===== src/rtl/lock_manager_pkg.sv =====
`default_nettype none
// ============================================================================
// Module      : lock_manager_pkg
// Description : Shared command/ack codes and field positions for lock_manager
// Revision    : 1.0 - initial release
// ============================================================================
package lock_manager_pkg;

  localparam logic [7:0] CMD_LOCK_CODE   = 8'h04;
  localparam logic [7:0] CMD_UNLOCK_CODE = 8'h06;

  localparam int LOCK_ID_L    = 8;
  localparam int LOCK_ID_H    = 15;
  localparam int LOCK_ID_BITS = LOCK_ID_H - LOCK_ID_L + 1;

  localparam logic [7:0] ACK_OK     = 8'h01;
  localparam logic [7:0] ACK_REJECT = 8'h00;

  localparam int ACK_LOCKID_L     = 8;
  localparam int ACK_LOCKID_H     = 15;
  localparam int LOCK_NUM_DEFAULT = 256;

  // True when a lock id addresses an implemented slot
  function automatic logic id_in_range(input logic [LOCK_ID_BITS-1:0] id, input int num);
    return int'({24'd0, id}) < num;
  endfunction

endpackage
`default_nettype wire


===== src/rtl/lock_table.sv =====
`default_nettype none
// ============================================================================
// Module      : lock_table
// Description : Per-slot busy flag and owner id storage; registered write,
//               combinational read by lock id
// Revision    : 1.0 - initial release
// ============================================================================
module lock_table
  import lock_manager_pkg::*;
#(
  parameter int NUM_LOCKS = LOCK_NUM_DEFAULT,
  parameter int ACC_BITS  = 4
) (
  input  logic                    clk,
  input  logic                    rst,
  input  logic [LOCK_ID_BITS-1:0] rd_id,
  output logic                    rd_busy,
  output logic [ACC_BITS-1:0]     rd_owner,
  input  logic                    wr_en,
  input  logic [LOCK_ID_BITS-1:0] wr_id,
  input  logic                    wr_busy,
  input  logic [ACC_BITS-1:0]     wr_owner
);

  // Slot index width; ids beyond NUM_LOCKS are filtered before indexing
  localparam int IDX_W = (NUM_LOCKS > 1) ? $clog2(NUM_LOCKS) : 1;

  logic [NUM_LOCKS-1:0] r_busy;
  logic [ACC_BITS-1:0]  r_owner [NUM_LOCKS];

  logic [IDX_W-1:0] w_rd_idx;
  logic [IDX_W-1:0] w_wr_idx;

  assign w_rd_idx = rd_id[IDX_W-1:0];
  assign w_wr_idx = wr_id[IDX_W-1:0];

  // Read the addressed slot; out-of-range ids read as free with owner zero
  always_comb begin
    rd_busy  = 1'b0;
    rd_owner = '0;
    if (id_in_range(rd_id, NUM_LOCKS)) begin
      rd_busy  = r_busy[w_rd_idx];
      rd_owner = r_owner[w_rd_idx];
    end
  end

  // Clear all slots on reset, otherwise apply a single-slot update
  always_ff @(posedge clk) begin
    if (rst) begin
      r_busy <= '0;
      for (int i = 0; i < NUM_LOCKS; i++) begin
        r_owner[i] <= '0;
      end
    end else if (wr_en && id_in_range(wr_id, NUM_LOCKS)) begin
      r_busy[w_wr_idx]  <= wr_busy;
      r_owner[w_wr_idx] <= wr_owner;
    end
  end

endmodule
`default_nettype wire


===== src/rtl/lock_manager.sv =====
`default_nettype none
// ============================================================================
// Module      : lock_manager
// Description : Stream-driven lock arbiter: accepts LOCK/UNLOCK commands from
//               accelerators, maintains ownership and returns LOCK acks
// Revision    : 1.0 - initial release
// ============================================================================
module lock_manager
  import lock_manager_pkg::*;
#(
  parameter int NUM_LOCKS = LOCK_NUM_DEFAULT,
  parameter int ACC_BITS  = 4
) (
  input  logic                clk,
  input  logic                rst,
  input  logic [63:0]         cmd_in_tdata,
  input  logic                cmd_in_tvalid,
  output logic                cmd_in_tready,
  input  logic [ACC_BITS-1:0] cmd_in_tid,
  output logic [63:0]         ack_out_tdata,
  output logic                ack_out_tvalid,
  input  logic                ack_out_tready,
  output logic [ACC_BITS-1:0] ack_out_tdest,
  output logic [8:0]          locked_count,
  output logic                err_pulse
);

  localparam logic [1:0] ST_IDLE = 2'd0;
  localparam logic [1:0] ST_EXEC = 2'd1;
  localparam logic [1:0] ST_ACK  = 2'd2;

  logic [1:0]              r_state;
  logic [7:0]              r_cmd_type;
  logic [LOCK_ID_BITS-1:0] r_lock_id;
  logic [ACC_BITS-1:0]     r_tid;
  logic [7:0]              r_ack_code;
  logic [LOCK_ID_BITS-1:0] r_ack_id;
  logic [ACC_BITS-1:0]     r_ack_dest;
  logic [8:0]              r_locked_count;

  logic                w_tbl_busy;
  logic [ACC_BITS-1:0] w_tbl_owner;
  logic                w_exec;
  logic                w_is_lock;
  logic                w_is_unlock;
  logic                w_in_range;
  logic                w_grant;
  logic                w_free;
  logic                w_err;
  logic                w_accept;
  logic [63:0]         w_ack_word;
  logic                w_unused_tdata;

  // Payload bits above the lock id carry no meaning for this block
  assign w_unused_tdata = ^cmd_in_tdata[63:16];

  lock_table #(
    .NUM_LOCKS (NUM_LOCKS),
    .ACC_BITS  (ACC_BITS)
  ) u_lock_table (
    .clk      (clk),
    .rst      (rst),
    .rd_id    (r_lock_id),
    .rd_busy  (w_tbl_busy),
    .rd_owner (w_tbl_owner),
    .wr_en    (w_grant | w_free),
    .wr_id    (r_lock_id),
    .wr_busy  (w_grant),
    .wr_owner (w_grant ? r_tid : {ACC_BITS{1'b0}})
  );

  // Decode the registered command against the current slot contents
  always_comb begin
    w_exec      = (r_state == ST_EXEC);
    w_is_lock   = (r_cmd_type == CMD_LOCK_CODE);
    w_is_unlock = (r_cmd_type == CMD_UNLOCK_CODE);
    w_in_range  = id_in_range(r_lock_id, NUM_LOCKS);
    w_grant     = w_exec && w_is_lock && w_in_range && !w_tbl_busy;
    w_free      = w_exec && w_is_unlock && w_in_range && w_tbl_busy && (w_tbl_owner == r_tid);
    w_err       = w_exec && ((w_is_lock && !w_in_range) ||
                             (w_is_unlock && !w_free) ||
                             (!w_is_lock && !w_is_unlock));
  end

  // Assemble the ack word; everything above the id echo stays zero
  always_comb begin
    w_ack_word = '0;
    w_ack_word[7:0] = r_ack_code;
    w_ack_word[ACK_LOCKID_H:ACK_LOCKID_L] = r_ack_id;
  end

  // Handshake-facing outputs are forced low while reset is asserted
  assign w_accept       = cmd_in_tready && cmd_in_tvalid;
  assign cmd_in_tready  = !rst && (r_state == ST_IDLE);
  assign ack_out_tvalid = !rst && (r_state == ST_ACK);
  assign err_pulse      = !rst && w_err;
  assign ack_out_tdata  = w_ack_word;
  assign ack_out_tdest  = r_ack_dest;
  assign locked_count   = r_locked_count;

  // Command sequencing: accept, execute, then optionally hold an ack
  always_ff @(posedge clk) begin
    if (rst) begin
      r_state <= ST_IDLE;
    end else begin
      case (r_state)
        ST_IDLE: if (w_accept) r_state <= ST_EXEC;
        ST_EXEC: r_state <= w_is_lock ? ST_ACK : ST_IDLE;
        ST_ACK:  if (ack_out_tready) r_state <= ST_IDLE;
        default: r_state <= ST_IDLE;
      endcase
    end
  end

  // Capture the command on accept and the ack fields when a LOCK executes
  always_ff @(posedge clk) begin
    if (rst) begin
      r_cmd_type <= '0;
      r_lock_id  <= '0;
      r_tid      <= '0;
      r_ack_code <= '0;
      r_ack_id   <= '0;
      r_ack_dest <= '0;
    end else begin
      if (w_accept) begin
        r_cmd_type <= cmd_in_tdata[7:0];
        r_lock_id  <= cmd_in_tdata[LOCK_ID_H:LOCK_ID_L];
        r_tid      <= cmd_in_tid;
      end
      if (w_exec && w_is_lock) begin
        r_ack_code <= w_grant ? ACK_OK : ACK_REJECT;
        r_ack_id   <= r_lock_id;
        r_ack_dest <= r_tid;
      end
    end
  end

  // Held-lock counter moves in step with the table update and saturates
  always_ff @(posedge clk) begin
    if (rst) begin
      r_locked_count <= '0;
    end else if (w_grant && (r_locked_count < 9'(NUM_LOCKS))) begin
      r_locked_count <= r_locked_count + 9'd1;
    end else if (w_free && (r_locked_count != 9'd0)) begin
      r_locked_count <= r_locked_count - 9'd1;
    end
  end

endmodule
`default_nettype wire


===== config.mk =====
export PLATFORM = sky130hd
export DESIGN_NAME = lock_manager
export DESIGN_NICKNAME = d
export VERILOG_FILES = /design/src/rtl/lock_manager_pkg.sv /design/src/rtl/lock_table.sv /design/src/rtl/lock_manager.sv
export SDC_FILE = /design/constraint.sdc
export NUM_CORES = 2
export LEC_CHECK = 0
export BUFFER_PORTS_ARGS = -buffer_cell sky130_fd_sc_hd__clkbuf_2
export CORE_MARGIN = 1
export CORE_UTILIZATION = 60
export DETAILED_ROUTE_END_ITERATION = 8
export HOLD_SLACK_MARGIN = 0.1
export PLACE_DENSITY = 0.82
export SETUP_SLACK_MARGIN = 0.1
export SLEW_MARGIN = 20
export SYNTH_ARGS = -nofsm -noshare
export SYNTH_HDL_FRONTEND = slang
export SYNTH_SLANG_ARGS = --single-unit

===== constraint.sdc =====
create_clock -name clk -period 10.3 [get_ports clk]
set_input_delay 0.515 -clock clk [delete_from_list [all_inputs] [get_ports clk]]
set_output_delay 0.515 -clock clk [all_outputs]
set_load 0.005 [all_outputs]

======== After elaboration in Yosys (flattened, before gate mapping) ========
Memory sizes are Yosys's and may differ from the RTL's. A register that Yosys moved wholly into a read port is not among the register bits.
Index checks and enable logic that the tools add are counted.
word-level totals
  memories ................................ 1
  input port bits ......................... 72
  register bits after elaboration ......... 307
  output and inout port bits .............. 80
  logic and storage cells ................. 72
  RAM bits ................................ 1024
cells by class
  order comparisons ....................... 3
  reductions and logical operators ........ 26
  bitwise logic cells ..................... 1
  $add $sub $neg .......................... 2
  equality and inequality tests ........... 7
  mux-type cells .......................... 23
memories
  name                  words  bits a word  rd ports  clocked after memory_dff  wr ports  line              text
  u_lock_table.r_owner  256    4            1         1                         256       lock_table.sv:29  logic [ACC_BITS-1:0] r_owner [NUM_LOCKS];
operators by type and width
  kind                 number
  $bwmux 256           1
  $mux 8               3
  $mux 9               2
  $eq 8x3->1 const B   2
  $logic_and 1x1->1    15
  $add 9x1->9 const B  1
  $lt 8x9->1 const B   1
  $lt 9x9->1 const B   1
  $mux 1               9
  $reduce_bool 9->1    1
  $sub 9x1->9 const B  1
  $bmux 1 s8           1
  $demux 1 s8          1
  $ge 8x1->1 const B   1
  $mux 4               2
  $mux 2               3
  $pmux 2 s3           1
  $logic_not 1->1      5
  $eq 4x4->1           1
  $ne 2x2->1 const B   2
  $reduce_or 4->1      1
  $eq 2x1->1 const B   1
  $eq 2x2->1 const B   1
  $logic_not 2->1      1
  other kinds (4)      4

======== Logic depth before layout (Yosys ltp) ========
  word-level depth ........................ 10
  depth in mapped cells ................... 22
  mapped depth without buffers ............ 17

======== Cells and area by module ========
A second synthesis with hierarchy kept.
second synthesis, totals
  cell total of the unflattened synthesis .. 5110
  area, all modules ....................... 61581.6 sq um
by module, submodules not included
  module        area each (sq um)  seq. area each (sq um)  instances  cells an instance
  lock_table    59138.0            35874.4                 1          4821
  lock_manager  2443.6             880.8                   1          289

======== Worst setup path after synthesis ========
Ideal clock, no wire load.
  path type ............................... reg2reg
  start point ............................. register r_lock_id[0]
  end point ............................... register r_locked_count[8] (netlist: locked_count[8])
  library setup time ...................... 136 ps
  required time ........................... 10164 ps
  slack ................................... 5718 ps
  path buffers ............................ 3
  stages on the path, launching flop included .. 19
  arrival time ............................ 4446 ps
  cells stage by stage .................... dfxtp_1 -> buf_2 -> buf_2 -> mux4_2 -> o2111a_1 -> o311ai_0 -> and4_1 -> clkbuf_1 -> nand4_1 -> ha_1 -> nor2b_1 -> o21ai_0 -> a21boi_0 -> o21ai_0 -> a21boi_0 -> o21ai_0 -> nand2b_1 -> a2111oi_0 -> a211oi_1
between the ends
  cells in the longest elaborated chain, start to end .. 6
  elaborated cells on any way between the ends .. 10
ends and longest elaborated chain
  what                                                  line                                      text
  start: declaration                                    lock_manager.sv:34                        logic [LOCK_ID_BITS-1:0] r_lock_id;
  start signal: assignment                              lock_manager.sv:127                       r_lock_id <= cmd_in_tdata[LOCK_ID_H:LOCK_ID_L];
  $bmux 1 s8 (*)                                        lock_table.sv:42                          rd_busy = r_busy[w_rd_idx];
  $mux 1 (implied by the code) (*)                      lock_table.sv:42
  $logic_not 1->1 or $logic_and 1x1->1 (tied branches)  lock_manager.sv:78, lock_manager.sv:79
  $logic_and 1x1->1, on equally long branches           lock_manager.sv:78, lock_manager.sv:79
  $logic_and 1x1->1, on equally long branches           lock_manager.sv:142, lock_manager.sv:144
  $mux 9 or $reduce_bool 2->1 (tied branches)           -
  end signal: assignment                                lock_manager.sv:143                       r_locked_count <= r_locked_count + 9'd1;
  end signal: assignment                                lock_manager.sv:145                       r_locked_count <= r_locked_count - 9'd1;
  end: declaration                                      lock_manager.sv:39                        logic [8:0] r_locked_count;
Every way passes the cells marked *; elsewhere a longest branch is shown, timed or not. The select of a mux whose other input is x is not followed.
A chain may end at the register's enable or synchronous reset.

==> results.yml <==
setup_path:
  required_ps: 9790
  critPathMaxFanout: 89
  critical-path-top-delay-family: "buffers and inverters"
  crit_top_cell: "buf_4"
  r2r_slack_ps: 2790
  crit_type: "register to output port"
  slowest_stage: "o311ai_1"
  slowest_delay_ps: 1030
  path_cells: "buf_4 > mux4_2 > a22oi_1 > a211oi_1 > a31o_2 > o311ai_1 > nand3_1 > nand4b_4 > buf_4 > buf_4 > or2_2 > nor4b_1 > clkbuf_2"
  critPathArrivalTime_ps: 7720
  critical_path.endpoint_type: "output port"
  path_buf_inv: 4
  cp-start-kind: "register"
yosys:
  synth-edff-count: 1024
  async_flop_share_pct: 0
  syn_area_mm2: 0.0627
  ys.flop_type: "edfxtp_1"
  synth_seq_cells: 1332
  netlist_instances: 5086
  ys.warnings.count: 0
  avgSynthCellArea_um2: 12.3
  synth.distinct_cells: 74
  ys_seq_area_share_pct: 58.9
finish:
  fin_cells: 6346
  layout_common_cells: "1067 x nor2_1, 1024 x edfxtp_1, 479 x nand2_1"
  final_common_cell: "nor2_1"
  nNetsFinal: 4930
  fillers: 6958
  area_delta_synth_final_pct: 8.16
  layout-drive-gt1-share_pct: 20.2
run_status:
  violations: "DRC"
  status: "finished with violations"
global_routing:
  gr-usage-all-layers_pct: 36.9
  grt_max_degree: 237
  antenna_found_initial: 5
  grt_overflow: 0
  grt_pass1_vias: 45806
  grt_pass1_wl_um: 291000
floorplan:
  pin_count: 152
  core_mm2: 0.103
  rows: 118
  start_util_pct: 60.6
  die_y_um: 325
  fp.dieArea_mm2: 0.106
  fp.dieW_um: 325
pwr:
  leakagePower_nw: 21.1
  powerDensity_mw_per_mm2: 176
  finalPower_w: 0.0119
  ir_drop_uv: 174
drt:
  num_vias: 47550
  wire_per_inst_um: 31.3
  drtAntennaViolNets: 0
  viasPerCell: 7.49
  drc_errors: 1
  drt_iter0_markers: 8776
  first_pass_iters: 9
  wl_um: 199000
timing:
  worst_pin_slew_ps: 1330
  worst_clock_skew_ps: 30.9
  fin_tns_setup_ps: 0
  finalWorstSetupSlack_ps: 2070
  setup_violations: 0
  rsz0062_at_grt: "false"
  post-route-min-period_ps: 8230
  fmax_mhz: 121
  slew_viol_final: 0
  max-slew-margin-rel_pct: 10.4
  fin_crit_sh_pct: 79.9
  hold_viol: 0
  whs_ps: 348
job:
  drv_cap: 0
cts:
  root_buffer: "clkbuf_16"
  clk_pin_slew_worst_paths_ps: 60
  cts.sinks: 1332
  cts.htree.levels: 4
  cts_buffer_depth: 3
  cts_tree: "done"
  cts_resized: 0
  worstSkewPairLatency_ps: 760
  cts_made_buffers: 133
place:
  detailed_place_hpwl_um: 118000
  dp_slack_ps: 3400
  place_inst: 6073
  port-buffer-count: 48
  routabilityCongestion: 0.969
min_path:
  timing.hold.worst.class: "input pin to register"
report_power, final:
part | internal (W) | total [W] | switching, W
logic | 0.000345 | 0.00110 | 0.000750
clock network | 0.00272 | 0.00483 | 0.00211
registers | 0.00591 | 0.00601 | 0.000100
cell families after synthesis:
group                    synth area share [%]
buffers and inverters                    4.69
AO/OA/AOI/OAI                            11.9
other                                 0.00598
multiplexers                             13.2
AND/OR/NAND/NOR                          11.1
XOR/XNOR                               0.0838
flip-flops                               58.9
adder cells (fa/ha/maj)                 0.172
cells in the mapped netlist (all sizes together), types with 40 or more instances:
library cell | count | area (um2)
a21oi | 40 | 200
buf | 255 | 1490
o311ai | 235 | 2060
a31o | 258 | 2260
dfxtp | 308 | 6170
mux2i | 80 | 801
nor2 | 1091 | 4100
nand2 | 483 | 1810
o21ai | 81 | 409
mux4 | 326 | 7340
o31ai | 185 | 1390
nor4 | 41 | 257
inv | 41 | 154
edfxtp | 1024 | 30700
a22oi | 49 | 368
clkbuf | 344 | 1290
area by class of cell:
type / count / area, um2 / share of cell area (%)
multi-input cells: 3167 / 23300 / 34.4
repair buffers: 174 / 1390 / 2.06
clock inverters: 61 / 604 / 0.891
clock buffers: 184 / 3640 / 5.37
diodes: 6 / 15.0 / 0.0221
well taps: 1380 / 1730 / 2.55
inverters: 42 / 165 / 0.244
flip-flops and latches: 1332 / 36900 / 54.5
path summary, 6_finish.rpt:
| path | start | endpoint | cells after the start |
|---|---|---|---|
| min reg2reg | r_cmd_type[3] | r_cmd_type[3] | 2 |
| min | rst | u_lock_table.r_busy[106] | 2 |
| max | register | err_pulse | 13 |
| max reg2reg | register | u_lock_table.r_owner[197][3] | 12 |
worst reg2reg max path, stage by stage (launching register included):
cell and delay (ps):
dfxtp_4 1010, buf_4 720, mux4_2 620, mux2i_1 200
a21oi_1 240, nor4_1 1090, nor4_1 340, xor2_1 280
or3b_4 650, o21ai_4 210, buf_4 770, buf_4 690
a31o_2 380
sequential cells by signal, indices dropped and copies added (netlist names), named ones only:
signal	cells
ack_out_tdest	4
locked_count	9
r_ack_code	1
r_ack_id	8
r_cmd_type	8
r_lock_id	8
r_state	2
r_tid	4
u_lock_table.r_busy	256
u_lock_table.r_owner	1024
per-stage QoR:
| stage | utilization (%) | instance area, um2 |
|---|---|---|
| 6_report | 65.5 | 67800 |
| 2_1_floorplan | - | 62900 |
| 3_3_place_gp | 61.1 | 63300 |
| 3_5_place_dp | 61.1 | 63300 |
| 4_1_cts | 65.4 | 67700 |
| 5_1_grt | 65.5 | 67800 |
metal layers:
layer / GRT usage [%] / vias to the layer above / part of all wire [%]
met1: 45.6 / 22725 / 31
met2: 54.6 / 4919 / 44
met4: 25.2 / 6 / 8.2
met5: 0.317 / - / 0.027
li1: - / 18768 / -
met3: 12.9 / 1132 / 17
timing repair:
| action | CTS | global route |
|---|---|---|
| hold endpoints to repair | 29 | 0 |
| endpoints found under the setup margin | 0 | 0 |
| buffers inserted | 0 | 0 |
| hold buffers | 21 | 0 |
Power figures use the tool's default switching activity.
